### src/rtl/posit8_mul_core.sv
// Two-stage posit8 (es=1) multiplier core: S1 forms sign, scale sum and raw
// mantissa product; S2 normalizes and its registers drive the outputs.
module posit8_mul_core (
    input  logic       clk,
    input  logic       rst,
    input  logic       in_valid,
    output logic       in_ready,
    input  logic       a_sign,
    input  logic       b_sign,
    input  logic [3:0] a_regi,
    input  logic [3:0] b_regi,
    input  logic       a_expo,
    input  logic       b_expo,
    input  logic [3:0] a_frac,
    input  logic [3:0] b_frac,
    input  logic       a_zero,
    input  logic       b_zero,
    input  logic       a_inf,
    input  logic       b_inf,
    output logic       out_valid,
    input  logic       out_ready,
    output logic       out_sign,
    output logic [5:0] out_scale,
    output logic [7:0] out_frac,
    output logic       out_sticky,
    output logic       out_zero,
    output logic       out_nar
);

    // Handshake: a transfer happens when valid and ready are both high at a
    // rising edge; valid never waits on ready, and ready never looks at valid.
    logic       s1_valid;
    logic       s1_sign;
    logic [5:0] s1_scale;
    logic [9:0] s1_prod;
    logic       s1_nar;
    logic       s1_zero;

    logic       s1_adv;
    logic       s2_adv;

    logic [5:0] a_scale;
    logic [5:0] b_scale;
    logic [9:0] prod;
    logic       in_nar;

    logic       n_sign;
    logic [5:0] n_scale;
    logic [7:0] n_frac;
    logic       n_sticky;

    assign s2_adv   = !out_valid || out_ready;
    assign s1_adv   = !s1_valid || s2_adv;
    assign in_ready = s1_adv;

    // 2*regi + expo is the sign-extended regime with expo as its new LSB.
    assign a_scale = {a_regi[3], a_regi, a_expo};
    assign b_scale = {b_regi[3], b_regi, b_expo};
    assign prod    = 10'({1'b1, a_frac}) * 10'({1'b1, b_frac});
    assign in_nar  = a_inf || b_inf;

    always_comb begin
        n_sign   = s1_sign;
        n_scale  = s1_scale;
        n_frac   = s1_prod[7:0];
        n_sticky = 1'b0;
        if (s1_prod[9]) begin
            n_scale  = s1_scale + 6'd1;
            n_frac   = s1_prod[8:1];
            n_sticky = s1_prod[0];
        end
        if (s1_nar || s1_zero) begin
            n_sign   = 1'b0;
            n_scale  = 6'd0;
            n_frac   = 8'd0;
            n_sticky = 1'b0;
        end
    end

    always_ff @(posedge clk) begin
        if (rst) begin
            s1_valid   <= 1'b0;
            s1_sign    <= 1'b0;
            s1_scale   <= 6'd0;
            s1_prod    <= 10'd0;
            s1_nar     <= 1'b0;
            s1_zero    <= 1'b0;
            out_valid  <= 1'b0;
            out_sign   <= 1'b0;
            out_scale  <= 6'd0;
            out_frac   <= 8'd0;
            out_sticky <= 1'b0;
            out_zero   <= 1'b0;
            out_nar    <= 1'b0;
        end else begin
            if (s1_adv) begin
                s1_valid <= in_valid;
                if (in_valid) begin
                    s1_sign  <= a_sign ^ b_sign;
                    s1_scale <= a_scale + b_scale;
                    s1_prod  <= prod;
                    s1_nar   <= in_nar;
                    s1_zero  <= (a_zero || b_zero) && !in_nar;
                end
            end
            if (s2_adv) begin
                out_valid <= s1_valid;
                if (s1_valid) begin
                    out_sign   <= n_sign;
                    out_scale  <= n_scale;
                    out_frac   <= n_frac;
                    out_sticky <= n_sticky;
                    out_zero   <= s1_zero;
                    out_nar    <= s1_nar;
                end
            end
        end
    end

endmodule

### config.mk
export PLATFORM = sky130hd
export DESIGN_NAME = posit8_mul_core
export DESIGN_NICKNAME = d
export VERILOG_FILES = /design/src/rtl/posit8_mul_core.sv
export SDC_FILE = /design/constraint.sdc
export NUM_CORES = 1
export LEC_CHECK = 0
export CORE_ASPECT_RATIO = 2
export CORE_MARGIN = 10
export CORE_UTILIZATION = 45
export CTS_BUF_LIST = sky130_fd_sc_hd__clkbuf_4
export CTS_CLUSTER_SIZE = 24
export DETAILED_ROUTE_END_ITERATION = 7
export PLACE_DENSITY = 0.71
export SETUP_SLACK_MARGIN = 0.5
export SLEW_MARGIN = 25
export SYNTH_ARGS = -nofsm -noshare
export SYNTH_HDL_FRONTEND = slang
export SYNTH_SLANG_ARGS = --single-unit
### constraint.sdc
create_clock -name clk -period 5.6 [get_ports clk]
set_clock_uncertainty 0.05 [all_clocks]
set_input_delay 1.12 -clock clk [delete_from_list [all_inputs] [get_ports clk]]
set_output_delay 1.12 -clock clk [all_outputs]
set_load 0.03 [all_outputs]
== After elaboration in Yosys (flattened, before gate mapping) ==
Index checks and enable logic that the tools add are counted.

* Register bits after elaboration: 39
* Input bits: 28
* Output and inout port bits: 20
* Logic and storage cells: 35

* $add $sub $neg: 2
* Multiply operators: 1
* Multiplexer cells: 7
* Bitwise gates (word level): 1
* Reductions and logical operators: 11

{| class="wikitable"
|+ Operators by type and width
! kind !! count
|-
| 8-bit 2-to-1 mux || 2
|-
| 6-bit 2-to-1 mux || 2
|-
| 5-bit by 5-bit multiplier with 10-bit output || 1
|-
| 5-bit by 5-bit adder with 6-bit output || 1
|-
| 6-bit by 1-bit adder with 6-bit output (second input constant) || 1
|-
| 1-bit logical OR || 5
|-
| 2-bit AND reduction || 2
|-
| 1-bit zero test || 3
|-
| 1-bit 2-to-1 mux || 3
|-
| 1-bit logical AND || 1
|-
| 1-bit XOR || 1
|}

== Depth between registers and ports, before layout ==
Gate-level depths: netlist of run 1.

* Depth in word-level cells: 4
* Mapped depth: 12
* Gate-level depth less buffers: 12

== Worst setup path before layout of run 1 ==
Ideal clock, no wire load.

* Kind: input to register
* From: in a_frac[1]
* To: reg s1_prod[9]
* Library setup time: 0.088 ns
* Arrival time: 4.089 ns
* Data required time: 5.462 ns
* Slack: 1.373 ns
* Stages: 12
* Path buffers: 0
* Path through: inv_1 -> nor2_1 -> fa_1 -> inv_1 -> fa_1 -> fa_1 -> inv_1 -> ha_1 -> a21oi_2 -> a211oi_1 -> or3_1 -> a311oi_2

* Word-level cells in the longest chain between the ends: 1

{| class="wikitable"
|+ Ends and longest elaborated chain
! element !! RTL line !! source
|-
| start, declared || 14 || <nowiki>input logic [3:0] a_frac,</nowiki>
|-
| 5-bit by 5-bit multiplier with 10-bit output || 59 || <nowiki>assign prod = 10'({1'b1, a_frac}) * 10'({1'b1, b_frac});</nowiki>
|-
| end signal, assigned || 101 || <nowiki>s1_prod <= prod;</nowiki>
|-
| end, declared || 35 || <nowiki>logic [9:0] s1_prod;</nowiki>
|}

Every way passes these cells.
A chain may end at the register's enable or synchronous reset.

== Final worst setup path of run 1 ==
* From: in b_frac[2]
* To: reg s1_prod[9]

* Word-level cells in the longest chain between the ends: 1

{| class="wikitable"
|+ Ends and longest elaborated chain
! element !! RTL line !! source
|-
| start, declared || 15 || <nowiki>input logic [3:0] b_frac,</nowiki>
|-
| 5-bit by 5-bit multiplier with 10-bit output || 59 ||
|}

Every way passes these cells.

==> results of run 1 <==
[critical path: stages]
cell,delay (ns)
clkdlybuf4s50_1,0.50
and2_1,0.21
fa_1,0.47
inv_1,0.05
fa_1,0.50
fa_1,0.51
inv_1,0.04
ha_1,0.34
a21oi_2,0.21
a211oi_1,0.10
or3_1,0.37
a311oi_2,0.27
[flip-flops by register name, summed over array words and instances (netlist names)]
register,flops
s1_scale,6
out_scale,6
out_sign,1
s1_zero,1
out_frac,8
out_zero,1
out_valid,1
out_sticky,1
s1_sign,1
s1_nar,1
s1_valid,1
s1_prod,10
out_nar,1
[area by class of cell]
class	instances	area, sq um
fill	499	2360
sequential	39	781
clock buffer	6	45.0
timing repair buffer	48	478
multi-input combinational	201	1580
antenna	1	2.50
clock inverter	2	7.51
tap	60	75.1
inverter	25	93.8
[placed cells by master, fill, tap and decap left out, types with 5 or more instances in the layout]
cell,synthesis,routed
fa_1,10,10
nand2_1,21,21
xnor2_1,7,7
and2_1,7,7
nor2_1,33,33
clkbuf_4,0,6
o21ai_0,5,5
dfxtp_1,39,39
a211oi_1,5,5
a21oi_1,14,14
mux2_2,6,6
o21a_1,5,5
inv_1,25,25
ha_1,23,23
a22oi_1,14,14
clkdlybuf4s50_1,0,47
[routing by layer]
layer  vias to the layer above  GRT usage (%)  share of wire (%)
met4                         0           6.74                2.7
met3                        10           2.12                3.4
met2                        34           22.0                 54
met1                       938           12.7                 40
met5                         -              0                  0
li1                       1050              -                  -
[logic make-up (layout without fill, tap and decap cells)]
kind of cell               count (synthesis)  after routing  share of synthesized area, %
AOI/OAI and AO/OA                         61             61                          17.5
xor gates and xnor gates                   8              8                          2.79
adders and majority gates                 33             33                          19.4
buffers and inverters                     38             81                          6.38
DFF                                       39             39                          31.1
muxes                                     12             12                          5.23
other                                      0              1                             0
and+or+nand+nor                           87             87                          17.5
[stage by stage]
step                      instances  hold slack, ns  power [mW]  area, sq um  utilization, %
after CTS                       381           0.418       0.690         3050            56.3
final                           382           0.420       0.685         3060            56.4
after detailed placement        373           0.401       0.548         3000            55.3
after floorplan                 278           0.387       0.484         2510               -
after global placement          373           0.391       0.546         3000            55.3
after global routing            382           0.447       0.732         3060            56.4
[power groups by stage]
stage / Sequential, mW / Combinational, mW / Clock [mW]
after floorplan: 0.324 / 0.160 / 0
after global placement: 0.323 / 0.224 / 0
after detailed placement: 0.323 / 0.225 / 0
after CTS: 0.317 / 0.228 / 0.145
after global routing: 0.320 / 0.259 / 0.153
final: 0.317 / 0.226 / 0.142
[final timing paths]
check	from	to	slack, ns	cells past startpoint
max	b_frac[2]	s1_prod[9]$_SDFFE_PP0P_	1.13	12
min	out_scale[5]$_SDFFE_PP0P_	out_scale[5]$_SDFFE_PP0P_	0.42	2
max reg2reg	out_valid$_SDFFE_PP0P_	out_scale[5]$_SDFFE_PP0P_	3.92	4
min reg2reg	out_scale[5]$_SDFFE_PP0P_	out_scale[5]$_SDFFE_PP0P_	0.42	2
==> impl_metrics.csv, run 1 <==
group,metric,value,unit
clock_network,cts_setup_buffers,0,
die,coreArea,0.00542,sq mm
timing,rsz0062_at_grt,"false",
timing,relSlewSlack,45.9,%
detailed_routing,wire_per_inst,13.9,um
timing,max_freq,224,MHz
global_routing,grt_usage,12.3,%
detailed_routing,final_antenna_net_count,0,
clock_network,holdBufCountCts,0,
die,ioPinCount,48,
synth,yosysUniqueCellTypes,48,
clock_network,cts-resized-gates,0,
detailed_routing,via_per_inst,5.32,
timing,finalCriticalPeriod,4.47,ns
die,fp.dieH,126,um
power_and_ir_drop,p_int,458,uW
synth,synth_area_leaders,"dfxtp_1, ha_1, fa_1",
finish,synthToLayoutAreaGrowth,21.9,%
timing,setup_viol,0,
place,hpwl,4280,um
finish,nNetsFinal,381,
synth,synth_edf_count,0,
min_path,hp-class,"register to register",
die,row_count,38,
worst_setup_path,crit_path_max_fanout,5,
worst_setup_path,critPathRequiredTime,5.82,ns
global_routing,grt_pass1_wl,9360,um
synth,synth_nets,339,
worst_setup_path,path_class,"input pin to register",
clock_network,path_clk_slew,0.11,ns
clock_network,cts-root-buf,"clkbuf_4",
global_routing,grt_overflow_total,0,
clock_network,cts_made_buffers,5,
detailed_routing,wl,5320,um
place,routabilityCongestion,0.770,
status,outcome,"finished clean",
synth,synth_cells,278,
power_and_ir_drop,irDropWorstVdd,0.172,mV
power_and_ir_drop,power_density,224,mW/mm^2
synth,synth_most_common_cell,"dfxtp_1",
synth,async_flop_share,0,%
place,pre_cts_ws,0.758,ns
detailed_routing,firstDrtPassIters,4,
detailed_routing,vias,2032,
timing,hold_viol,0,
worst_setup_path,start_kind,"input pin",
clock_network,clock-sinks,39,
clock_network,cts_max_path_buffers,2,
clock_network,cts_tree,"yes",
die,dieArea,0.00915,sq mm
detailed_routing,drt_iter0_drc,111,
synth,ys_ff_latch,39,
power_and_ir_drop,p_leak,1.26,nW
power_and_ir_drop,comb_power_share,33.0,%
flow_run,cap_violations,0,
clock_network,htree_num_levels,2,
synth,synth_common_cells,"dfxtp_1, nor2_1, inv_1",
timing,drv_slew,0,
global_routing,first_global_vias,2088,
synth,synth.yosys.seq_area_share,31.1,%
finish,final_layout_size_suffix_gt1_share,7.17,%
worst_setup_path,cp.arrival,4.69,ns
die,start_util,46.3,%
global_routing,grt_max_degree,35,
die,die_x,72.8,um
timing,layout_setup_ws,1.13,ns
synth,synth_ff_type,"dfxtp_1",
synth,synth_warnings,0,
power_and_ir_drop,clkPwrFrac,20.7,%
synth,synth.top_cell.area_share,31.1,%
detailed_routing,drc,0,
power_and_ir_drop,p_sw,227,uW
synth,syn-mean-instance-area,9.03,sq um
worst_setup_path,crit_path_end_kind,"register",
power_and_ir_drop,power_frac_seq,46.3,%
timing,period_share,79.9,%
place,port_buffers,47,
power_and_ir_drop,sw_frac_of_total,33.1,%
global_routing,antenna_found_initial,1,
synth,yosysTopAreaCell,"dfxtp_1",
clock_network,clock_latency,0.35,ns
timing,setup_tns,0,ns
timing,tightest_slew,0.808,ns
synth,synth_area,0.00251,sq mm
No activity file was read; power rests on OpenSTA's default activity.
==> inputs of run 2 (changes only) <==
PLACE_DENSITY = 0.73   (was 0.71)
clock period = 3.8 ns   (was 5.6 ns; I/O delays follow)
==> run 2 against run 1 <==
Against the previous run: register-to-register slack got worse by 1.8 ns; hold slack got worse by 0.011 ns; critical path depth rose by 1; sequential share of layout area fell by 2.4 points; utilization rose by 5.7 points; combinational power rose by 110%; setup slack got worse by 0.86 ns; die area did not move; largest power group is now combinational logic.
==> impl_metrics.csv, run 2 (synthesis gave the netlist of run 1 again) <==
group,metric,value,unit
worst_setup_path,start_kind,"input pin",
clock_network,path_clk_slew,0.11,ns
power_and_ir_drop,p_int,752,uW
clock_network,clock_latency,0.36,ns
clock_network,cts-root-buf,"clkbuf_4",
place,placed_cells,390,
detailed_routing,firstDrtPassIters,4,
timing,hold_viol,0,
clock_network,htree_num_levels,2,
worst_setup_path,crit_path_max_fanout,4,
power_and_ir_drop,sw_frac_of_total,34.3,%
min_path,hp-class,"register to register",
detailed_routing,met2WireLength,3330,um
die,start_util,46.3,%
timing,rsz0062_at_grt,"true",
worst_setup_path,cp.arrival,3.78,ns
die,coreArea,0.00542,sq mm
finish,nNetsFinal,406,
detailed_routing,vias,2221,
die,row_count,38,
power_and_ir_drop,clkPwrFrac,17.9,%
die,ioPinCount,48,
detailed_routing,wl,5990,um
flow_run,cap_violations,0,
status,outcome,"finished clean",
finish,final_common_cell,"clkdlybuf4s50_1",
die,dieArea,0.00915,sq mm
global_routing,first_global_vias,2168,
finish,synthToLayoutAreaGrowth,34.3,%
finish,biggestRegsByFlops,"s1_prod x10, out_frac x8",
timing,drv_slew,0,
power_and_ir_drop,irDropWorstVdd,0.217,mV
detailed_routing,drc,0,
worst_setup_path,path_class,"input pin to register",
finish,final_layout_size_suffix_gt1_share,20.0,%
global_routing,grt_usage,12.9,%
power_and_ir_drop,p_sw,392,uW
worst_setup_path,critPathMaxStageDelay,0.52,ns
place,hpwl,4570,um
global_routing,grt_pass1_wl,9840,um
power_and_ir_drop,power_frac_seq,40.8,%
place,dpl_cell_area,0.00317,sq mm
die,fp.dieH,126,um
worst_setup_path,crit_path_end_kind,"register",
timing,period_share,92.9,%
place,routabilityCongestion,0.804,
finish,regMostFlops,"s1_prod",
finish,largest_reg_flops,10,
worst_setup_path,critPathRequiredTime,4.05,ns
global_routing,antenna_found_initial,1,
worst_setup_path,crit_top_cell,"fa_1",
detailed_routing,drt_iter0_drc,135,
detailed_routing,wl_met3,296,um
timing,hold_slack,0.409,ns
die,die_x,72.8,um
detailed_routing,wire_per_inst,14.8,um
clock_network,cts_tree,"yes",
power_and_ir_drop,p_total,1.14,mW
clock_network,cts_made_buffers,5,
timing,finalCriticalPeriod,3.53,ns
timing,max_freq,283,MHz
worst_setup_path,cp_top_family,"adder cells",
global_routing,grt_max_degree,35,
finish,layoutNonFillerInstCount,406,
worst_setup_path,worst-path-buf-inv,4,
clock_network,cts_max_path_buffers,2,
finish,final_area,0.00337,sq mm
global_routing,grt_overflow_total,0,
worst_setup_path,cp_slowest_cell,"fa_1",
power_and_ir_drop,comb_power_share,41.3,%
detailed_routing,via_per_inst,5.47,
timing,relSlewSlack,44.0,%
clock_network,clock-sinks,39,
finish,final_cell_mix,"clkdlybuf4s50_1, dfxtp_1, nor2_1",
place,port_buffers,47,
detailed_routing,final_antenna_net_count,0,
timing,tightest_slew,0.836,ns
detailed_routing,top_layer_used,"met4",
detailed_routing,m1WireLength,2230,um
timing,setup_viol,0,
power_and_ir_drop,power_density,339,mW/mm^2
power_and_ir_drop,p_leak,1.41,nW
worst_setup_path,crit_chain,"buf_6 -> and2_4 -> fa_1 -> inv_1 -> fa_1 -> fa_1 -> inv_2 -> ha_4 -> buf_6 -> nand3_4 -> a21o_1 -> a2111oi_4 -> a311o_1",
==> run 2: worst register-to-register path: cells and delay by family, from the launching register on <==
| kind | cells | cell delay [ns] |
|---|---|---|
| AOI/OAI and AO/OA | 2 | 0.32 |
| DFF | 1 | 0.35 |
| and+or+nand+nor | 2 | 0.90 |
==> run 2: per-layer routing <==
| metal | track usage, % | up-vias |
|---|---|---|
| met4 | 6.07 | 0 |
| met2 | 23.9 | 51 |
| met5 | 0 | - |
| li1 | - | 1097 |
| met1 | 13.1 | 1061 |
| met3 | 2.28 | 12 |
==> run 2: worst paths after layout <==
kind                                  start                        end  slack, ns  cells past startpoint
hold / removal    out_scale[5]$_SDFFE_PP0P_  out_scale[5]$_SDFFE_PP0P_       0.41                      2
hold reg to reg   out_scale[5]$_SDFFE_PP0P_  out_scale[5]$_SDFFE_PP0P_       0.41                      2
setup / recovery                  a_frac[2]    s1_prod[7]$_SDFFE_PP0P_       0.27                     13
setup reg to reg     out_valid$_SDFFE_PP0P_  out_scale[5]$_SDFFE_PP0P_       2.12                      4
==> run 2: repair_timing <==
item,CTS,global route
gates resized for setup,30,11
pin swaps,15,12
endpoints found under the setup margin,6,5
hold buffers,0,0
setup buffers,4,4
==> run 2: power groups by stage <==
| stage | Sequential [mW] | Clock, mW | Combinational [mW] |
|---|---|---|---|
| finish | 0.467 | 0.205 | 0.472 |
| global placement | 0.475 | 0 | 0.387 |
| floorplan | 0.477 | 0 | 0.257 |
| detailed placement | 0.476 | 0 | 0.395 |
| CTS | 0.467 | 0.203 | 0.442 |
| global route | 0.471 | 0.219 | 0.520 |
==> run 2: through the flow <==
step           setup WS, ns  utilization (%)  setup TNS, ns
2_1_floorplan         0.256                -              0
3_3_place_gp         -0.283             58.4         -0.921
3_5_place_dp         -0.359             58.4          -1.24
4_1_cts               0.300             60.7              0
5_1_grt               0.191             62.2              0
6_report              0.269             62.2              0
==> run 2: layout make-up <==
type                            instances  area (sq um)
Antenna cell                            1          2.50
Clock buffer                            5          37.5
Clock inverter                          2          8.76
Fill cell                             488          2050
Inverter                               25          96.3
Multi-Input combinational cell        201          1700
Sequential cell                        39           781
Tap cell                               60          75.1
Timing Repair Buffer                   73           669
==> inputs of run 3 (changes only) <==
PLACE_DENSITY = unset   (was 0.73)
PLACE_DENSITY_LB_ADDON = 0.12   (was unset)
==> run 3 against run 2 <==
Against the previous run: global-route usage grew 0.096 points; setup slack gained 0.092 ns; maximum frequency grew 2.7%; die area is the same; sequential cell count is the same; via count shrank 3.3%; cell count shrank 0.74%; non-clock buffer count shrank 4; register-to-register slack gained 0.02 ns; combinational power shrank 12%; first-iteration DRC count shrank 27%; largest power group is now sequential cells.
==> impl_metrics.csv, run 3 (synthesis gave the netlist of run 1 again) <==
group,metric,value,unit
finish,regMostFlops,"s1_prod",
detailed_routing,final_antenna_net_count,0,
timing,period_share,90.5,%
power_and_ir_drop,p_leak,1.38,nW
clock_network,clock-sinks,39,
min_path,hp-class,"register to register",
finish,final_area,0.00327,sq mm
detailed_routing,wl,5690,um
place,routabilityCongestion,0.822,
flow_run,cap_violations,0,
min_path,min-delay-start,"out_scale[5]$_SDFFE_PP0P_",
finish,largest_reg_flops,10,
timing,rsz0062_at_grt,"true",
worst_setup_path,crit_path_end_kind,"register",
finish,post-route-util,60.3,%
worst_setup_path,critPathMaxStageDelay,0.53,ns
global_routing,first_global_vias,2265,
worst_setup_path,critPathRequiredTime,4.00,ns
die,coreArea,0.00542,sq mm
place,port_buffers,47,
clock_network,cts_made_buffers,5,
clock_network,clock_latency,0.34,ns
worst_setup_path,crit_start,"a_frac[2]",
die,start_util,46.3,%
detailed_routing,via_per_inst,5.33,
finish,biggestRegsByFlops,"s1_prod x10, out_frac x8",
worst_setup_path,path_class,"input pin to register",
worst_setup_path,worst-path-buf-inv,3,
place,placed_cells,393,
finish,layoutNonFillerInstCount,403,
finish,nNetsFinal,402,
timing,finalCriticalPeriod,3.44,ns
global_routing,antenna_found_initial,0,
worst_setup_path,rr_startpoint,"out_valid$_SDFFE_PP0P_",
timing,max_freq,291,MHz
timing,setup_viol,0,
power_and_ir_drop,power_density,335,mW/mm^2
global_routing,grt_overflow_total,0,
clock_network,path_clk_slew,0.11,ns
place,hpwl,4690,um
worst_setup_path,crit_chain,"buf_6 -> and2_4 -> fa_1 -> inv_1 -> fa_1 -> fa_1 -> inv_2 -> ha_4 -> a21oi_4 -> a211oi_2 -> or3_1 -> a311oi_2",
timing,tightest_slew,0.827,ns
timing,relSlewSlack,44.6,%
worst_setup_path,crit_top_cell,"fa_1",
status,outcome,"finished clean",
detailed_routing,wire_per_inst,14.1,um
global_routing,grt_pass1_wl,9980,um
die,row_count,38,
clock_network,cts_tree,"yes",
detailed_routing,drt_iter0_drc,98,
die,dieArea,0.00915,sq mm
global_routing,grt_max_degree,34,
die,die_x,72.8,um
finish,final_layout_size_suffix_gt1_share,19.0,%
worst_setup_path,cp.arrival,3.64,ns
power_and_ir_drop,irDropWorstVdd,0.269,mV
worst_setup_path,start_kind,"input pin",
die,fp.dieH,126,um
clock_network,cts-root-buf,"clkbuf_4",
place,dpl_cell_area,0.00319,sq mm
worst_setup_path,crit_path_max_fanout,4,
finish,final_common_cell,"clkdlybuf4s50_1",
timing,hold_viol,0,
finish,synthToLayoutAreaGrowth,30.2,%
worst_setup_path,cp_slowest_cell,"fa_1",
detailed_routing,vias,2147,
clock_network,htree_num_levels,2,
detailed_routing,drc,0,
die,ioPinCount,48,
clock_network,cts_max_path_buffers,2,
finish,final_cell_mix,"clkdlybuf4s50_1, dfxtp_1, nor2_1",
timing,drv_slew,0,
worst_setup_path,cp_top_family,"adder cells",
global_routing,grt_usage,13.0,%
detailed_routing,firstDrtPassIters,4,
[run 3: cell types whose count changed in the layout (fill, tap and decap cells not counted), moves of 2 or more]
cell,before,now
buf_2,2,4
buf_4,24,22
buf_6,5,1
clkbuf_4,5,7
ha_1,19,22
ha_4,4,1
[run 3: tightest hold or removal path, stage by stage, from the launching register on]
cell	delay [ns]
dfxtp_1	0.33
nand2_1	0.05
a21oi_1	0.05
[run 3: layout make-up]
| class | count | area [sq um] |
|---|---|---|
| Tap cell | 60 | 75.1 |
| Clock inverter | 1 | 5.00 |
| Fill cell | 503 | 2150 |
| Antenna cell | 1 | 2.50 |
| Multi-Input combinational cell | 201 | 1640 |
| Clock buffer | 7 | 52.6 |
| Sequential cell | 39 | 781 |
| Timing Repair Buffer | 69 | 616 |
| Inverter | 25 | 96.3 |
[run 3: metrics by stage]
stage / setup TNS (ns) / power [mW] / hold slack [ns] / worst slack (ns)
2_1_floorplan: 0 / 0.734 / 0.387 / 0.256
3_3_place_gp: -1.11 / 0.874 / 0.391 / -0.302
3_5_place_dp: -1.41 / 0.881 / 0.397 / -0.359
4_1_cts: 0 / 1.11 / 0.413 / 0.325
5_1_grt: 0 / 1.17 / 0.429 / 0.283
6_report: 0 / 1.10 / 0.407 / 0.361
[run 3: metal layers]
metal	routed length (um)	part of all wire, %	track usage (%)	vias to the layer above
met5	0	0	0	-
met4	146	2.6	5.73	0
met3	240	4.2	2.04	11
met2	3210	56	25.2	39
met1	2090	37	12.5	1011
li1	-	-	-	1086
[run 3: path summary, 6_finish.rpt]
| check | cells past startpoint | end | slack, ns |
|---|---|---|---|
| worst max-delay path | 12 | s1_prod[9]$_SDFFE_PP0P_ | 0.36 |
| worst min-delay path | 2 | out_scale[5]$_SDFFE_PP0P_ | 0.41 |
| worst max register to register | 4 | out_scale[5]$_SDFFE_PP0P_ | 2.14 |
| worst min register to register | 2 | out_scale[5]$_SDFFE_PP0P_ | 0.41 |
[run 3: where the power goes]
part | internal [mW] | switching, mW | total (mW)
clock network | 0.0865 | 0.129 | 0.215
logic | 0.212 | 0.201 | 0.413
registers | 0.439 | 0.0274 | 0.467
[run 3: what timing repair did]
item / in CTS / in global routing
endpoints found under the setup margin: 6 / 4
pin swaps: 11 / 2
setup buffers: 1 / 0
resized for setup: 26 / 5
hold buffers: 0 / 0
